--- src/rtl/hazard_forward_ctrl.sv ---
// Execute-stage hazard controller: tracks in-flight destinations, stalls on unresolvable RAW,
// flushes on taken branches and registers the EX operand forwarding selects.
module hazard_forward_ctrl #(
    parameter int unsigned CNT_W = 16
) (
    input  logic             clk,
    input  logic             rst_n,
    input  logic             id_valid,
    input  logic [4:0]       id_rs,
    input  logic [4:0]       id_rt,
    input  logic             id_uses_rs,
    input  logic             id_uses_rt,
    input  logic [4:0]       id_rd,
    input  logic             id_regWrite,
    input  logic             id_memRead,
    input  logic             branch_taken_3,
    input  logic             frwd_en,
    output logic [1:0]       frwdControl_1,
    output logic [1:0]       frwdControl_2,
    output logic             stall,
    output logic             bubble,
    output logic             flush,
    output logic [CNT_W-1:0] stall_count
);

    // The WB slot and the EX source fields never influence a decision (the register file is
    // write-first and selects are resolved on entry to EX), so only what matters is stored.
    logic             ex_valid_q, ex_we_q, ex_ld_q;
    logic [4:0]       ex_rd_q;
    logic             mem_valid_q, mem_we_q;
    logic [4:0]       mem_rd_q;
    logic [1:0]       frwd_sel_1_d, frwd_sel_2_d;
    logic [CNT_W-1:0] stall_count_d;

    logic use_rs, use_rt;
    logic ex_hit_rs, ex_hit_rt, mem_hit_rs, mem_hit_rt;
    logic load_use, raw_hazard;

    function automatic logic is_prod(logic v, logic we, logic [4:0] rd, logic [4:0] r);
        return v && we && (rd == r) && (r != 5'd0);
    endfunction

    function automatic logic [1:0] fwd_sel(logic ex_hit, logic mem_hit, logic ex_ld);
        if (ex_hit && !ex_ld) return 2'b01;
        if (mem_hit)          return 2'b10;
        return 2'b00;
    endfunction

    always_comb begin
        use_rs     = id_valid & id_uses_rs;
        use_rt     = id_valid & id_uses_rt;
        ex_hit_rs  = use_rs & is_prod(ex_valid_q, ex_we_q, ex_rd_q, id_rs);
        ex_hit_rt  = use_rt & is_prod(ex_valid_q, ex_we_q, ex_rd_q, id_rt);
        mem_hit_rs = use_rs & is_prod(mem_valid_q, mem_we_q, mem_rd_q, id_rs);
        mem_hit_rt = use_rt & is_prod(mem_valid_q, mem_we_q, mem_rd_q, id_rt);
        load_use   = ex_ld_q & (ex_hit_rs | ex_hit_rt);
        raw_hazard = ex_hit_rs | ex_hit_rt | mem_hit_rs | mem_hit_rt;

        // A taken branch squashes the ID instruction, voiding its hazard.
        flush  = branch_taken_3;
        stall  = ~flush & (frwd_en ? load_use : raw_hazard);
        bubble = stall | flush;
    end

    always_comb begin
        frwd_sel_1_d = 2'b00;
        frwd_sel_2_d = 2'b00;
        if (frwd_en && !bubble) begin
            frwd_sel_1_d = fwd_sel(ex_hit_rs, mem_hit_rs, ex_ld_q);
            frwd_sel_2_d = fwd_sel(ex_hit_rt, mem_hit_rt, ex_ld_q);
        end
        stall_count_d = stall_count;
        if (stall && (stall_count != {CNT_W{1'b1}})) begin
            stall_count_d = stall_count + CNT_W'(1);
        end
    end

    always_ff @(posedge clk or negedge rst_n) begin
        if (!rst_n) begin
            ex_valid_q    <= 1'b0;
            ex_we_q       <= 1'b0;
            ex_ld_q       <= 1'b0;
            ex_rd_q       <= 5'd0;
            mem_valid_q   <= 1'b0;
            mem_we_q      <= 1'b0;
            mem_rd_q      <= 5'd0;
            frwdControl_1 <= 2'b00;
            frwdControl_2 <= 2'b00;
            stall_count   <= '0;
        end else begin
            mem_valid_q   <= ex_valid_q;
            mem_we_q      <= ex_we_q;
            mem_rd_q      <= ex_rd_q;
            ex_valid_q    <= id_valid & ~bubble;
            ex_we_q       <= id_regWrite;
            ex_ld_q       <= id_memRead;
            ex_rd_q       <= id_rd;
            frwdControl_1 <= frwd_sel_1_d;
            frwdControl_2 <= frwd_sel_2_d;
            stall_count   <= stall_count_d;
        end
    end

endmodule
--- config.mk ---
export PLATFORM = sky130hd
export DESIGN_NAME = hazard_forward_ctrl
export DESIGN_NICKNAME = d
export VERILOG_FILES = /design/src/rtl/hazard_forward_ctrl.sv
export SDC_FILE = /design/constraint.sdc
export NUM_CORES = 1
export LEC_CHECK = 0
export ABC_AREA = 1
export CORE_ASPECT_RATIO = 0.75
export CORE_UTILIZATION = 49
export CTS_CLUSTER_SIZE = 16
export DETAILED_ROUTE_END_ITERATION = 12
export PLACE_DENSITY = 0.82
export SKIP_LAST_GASP = 1
export SLEW_MARGIN = 5
export SYNTH_ARGS = -nofsm -noshare
export SYNTH_HDL_FRONTEND = slang
export SYNTH_SLANG_ARGS = --single-unit
--- constraint.sdc ---
create_clock -name clk -period 2 [get_ports clk]
set_clock_uncertainty 0.15 [all_clocks]
set_input_delay 0.3 -clock clk [delete_from_list [all_inputs] [get_ports clk]]
set_output_delay 0.3 -clock clk [all_outputs]
set_load 0.02 [all_outputs]
==> impl_metrics.toml, run 1 <==
[route]
finalWirelength_um = 5427
drt-initial-drc-count = 191
detail-route-antenna-nets = 0
routedWlPerCell_um = 14.21
drc = 0
avgViaCountPerCell = 5.136
via_count = 1962
first_pass_iters = 4

[cts]
path_clk_slew_ns = 0.07
ctsLongestPathBuffers = 2
cts_sinks = 35
cts_buffers = 5
cts_tree = "done"
cts_max_level = 2
root_buffer = "clkbuf_8"
insertion_delay_ns = 0.29

[sta]
hold_viol_final = 0
fin_crit_sh_pct = 107.0
fmax_ghz = 0.4672
max-slew-margin-rel_pct = 70.03
worstMarginPinSlew_ns = 0.4495
fin_ws_ns = -0.1406
min_period_ns = 2.141
finalSetupViolCount = 9
finalMaxSlewViolations = 0
grt_setup_unrepaired = "yes"

[place]
place_inst = 364
place_congestion = 0.8905
dpl.hpwl_um = 3476
port_buffers = 46
post-place-ws_ns = -0.7593

[setup_path]
critPathMaxFanout = 4
end_kind = "output pin"
r2r_cells = 11
startpoint_type = "flop"
worstSetupPathType = "reg -> out"
cp.arrival_ns = 1.69
crit_required_ns = 1.55

[worst_hold_path]
hp-class = "reg -> reg"
hold_depth = 0

[grt]
grt_overflow_total = 0
grt_pass1_wl_um = 8618
antenna_found_initial = 0
top_usage_layer = "met2"
grtUsageMet3_pct = 6.463
grt_use_met1_pct = 40.02
grtUsageMet2_pct = 40.54
grt_pass1_vias = 1813
grt_start_max_net_pins = 36
track_usage_pct = 27.37

[layout]
antenna_cells = 0
fin_cells = 382
syn2layout_area_growth_pct = 44.13
drive_gt1_share_pct = 20.91
final_nets = 354

[synth]
syn_inst = 259
syn-num-nets = 284
yosysWarnings = 0
synth_seq_area_share_pct = 44.44
ys_types = 24
synth.avg_cell_area_sq_um = 7.609
synth.cell_area_sq_mm = 0.001971
ys_ff_latch = 35

[die]
start_util_pct = 52.47
fp.dieW_um = 75.23
ios = 47
placementRows = 19
core_sq_mm = 0.003756
die_area_sq_mm = 0.004282
die_h_um = 56.92

[pwr]
ir_worst_vdd_mv = 0.4101
leakage_nw = 1.399
power_mw = 1.571
p_per_area_mw_per_mm2 = 553.0

[outcome]
status = "finished, violations left"
violations = "negative setup slack"

[run]
cap_violations = 0
## path summary, 6_finish.rpt
check | startpoint | slack (ns) | end
max in group asynchronous | rst_n | 1.08 | mem_rd_q[0]
hold reg to reg | ex_we_q | 0.23 | mem_we_q
min in group asynchronous | rst_n | 0.27 | mem_valid_q
setup / recovery | ex_rd_q[1] | -0.14 | stall
setup reg to reg | ex_rd_q[1] | -0.02 | stall_count[15]
hold / removal | ex_we_q | 0.23 | mem_we_q
## registers in the layout, summed over array words and instances, names as in the netlist
| register | cells |
|---|---|
| frwdControl_2 | 2 |
| mem_rd_q | 5 |
| ex_ld_q | 1 |
| mem_valid_q | 1 |
| stall_count | 16 |
| ex_we_q | 1 |
| mem_we_q | 1 |
| ex_rd_q | 5 |
| frwdControl_1 | 2 |
| ex_valid_q | 1 |
## metal layers
metal	vias up	wire [um]	part of all wire (%)
met5	-	0	0
met4	0	110	2.0
met3	15	432	8.0
met2	93	2502	46
met1	899	2381	44
li1	955	-	-
## Yosys cell counts
cell / n / share of area, %
nand2_1: 92 / 18
dfrtp_1: 35 / 44
nor2_1: 32 / 6.1
inv_1: 27 / 5.1
nand4_1: 17 / 5.4
xnor2_1: 16 / 7.1
nand3_1: 10 / 2.5
xor2_1: 6 / 2.7
nand2_2: 4 / 1.3
a21oi_1: 3 / 0.76
buf_4: 2 / 0.76
clkbuf_1: 2 / 0.38
nor3_1: 2 / 0.51
buf_2: 1 / 0.25
buf_6: 1 / 0.57
ha_1: 1 / 0.63
nand2_4: 1 / 0.57
nand3_2: 1 / 0.51
nand3_4: 1 / 0.89
nor2_2: 1 / 0.32
nor2_4: 1 / 0.57
nor3_2: 1 / 0.51
o21ai_0: 1 / 0.25
or2_1: 1 / 0.32
## kinds of logic after synthesis
| logic type | synth area share, % |
|---|---|
| AO/OA/AOI/OAI | 1.015 |
| XOR/XNOR | 9.778 |
| adder cells (fa/ha/maj) | 0.6348 |
| buffers and inverters | 7.111 |
| flip-flops | 44.44 |
| AND/OR/NAND/NOR | 37.02 |
## placed cells by master (no fill, tap or decap), types with 2 or more instances in the layout
master and count:
nand2_1 87, dfrtp_1 33, clkdlybuf4s50_1 31, nor2_1 27, inv_1 22, buf_4 21
nand4_1 17, xnor2_1 12, dlygate4sd2_1 10, nand2_2 9, nand3_1 8, xor2_1 6
clkbuf_8 5, inv_2 4, nor2_2 4, xnor2_2 4, nand3_2 3, nor2_4 3
a21oi_2 2, nand3_4 2, nor3_1 2, dfrtp_2 2, buf_6 2
## report_power, final
part           switching [mW]  internal (mW)
Combinational           0.104         0.0913
Sequential             0.0159          0.725
Clock                   0.263          0.371
Total                   0.383           1.19
## per-stage QoR
step | utilization, % | TNS, ns | area, sq um | hold WS (ns)
global placement | 68.35 | -6.306 | 2567 | 0.2105
detailed placement | 68.35 | -7.823 | 2567 | 0.2115
floorplan | - | 0 | 1971 | -0.1456
CTS | 73.42 | -0.5313 | 2758 | 0.2280
finish | 75.62 | -0.3245 | 2840 | 0.2280
global route | 75.62 | -1.733 | 2840 | 0.2342
## final cells by class
class                           count  area (sq um)
Timing Repair Buffer               68         625.6
Inverter                           27         103.9
Clock buffer                        5         68.82
Fill cell                         283         915.9
Sequential cell                    35         878.3
Multi-Input combinational cell    192          1055
Tap cell                           52         65.06
Clock inverter                      3         43.79
## critical path, stage by stage (launching register included)
cell     delay (ns)
dfrtp_2        0.46
a21oi_2        0.16
nand2_1        0.09
nor2_2         0.14
nand2_1        0.08
nand2_1        0.08
nand2_2        0.07
nand2_4        0.08
inv_4          0.04
nor2_4         0.09
buf_6          0.12
## repair_timing
action	4_1_cts	5_1_grt
cloned	1	0
setup endpoints to repair	17	20
hold buffers	0	0
pin swaps	16	29
hold endpoints to repair	0	0
buffers inserted	9	3
resized for setup	33	24
Power figures use the tool's default switching activity.
==> run 2, diff against run 1 <==
--- a/config.mk
+++ b/config.mk
@@ -10,6 +10,7 @@
 export CORE_UTILIZATION = 49
 export CTS_CLUSTER_SIZE = 16
 export DETAILED_ROUTE_END_ITERATION = 12
+export HOLD_SLACK_MARGIN = 0.08
 export PLACE_DENSITY = 0.82
 export SKIP_LAST_GASP = 1
 export SLEW_MARGIN = 5
==> results of run 2 <==
The final DEF is identical to that of run 1; final timing and power are the same.
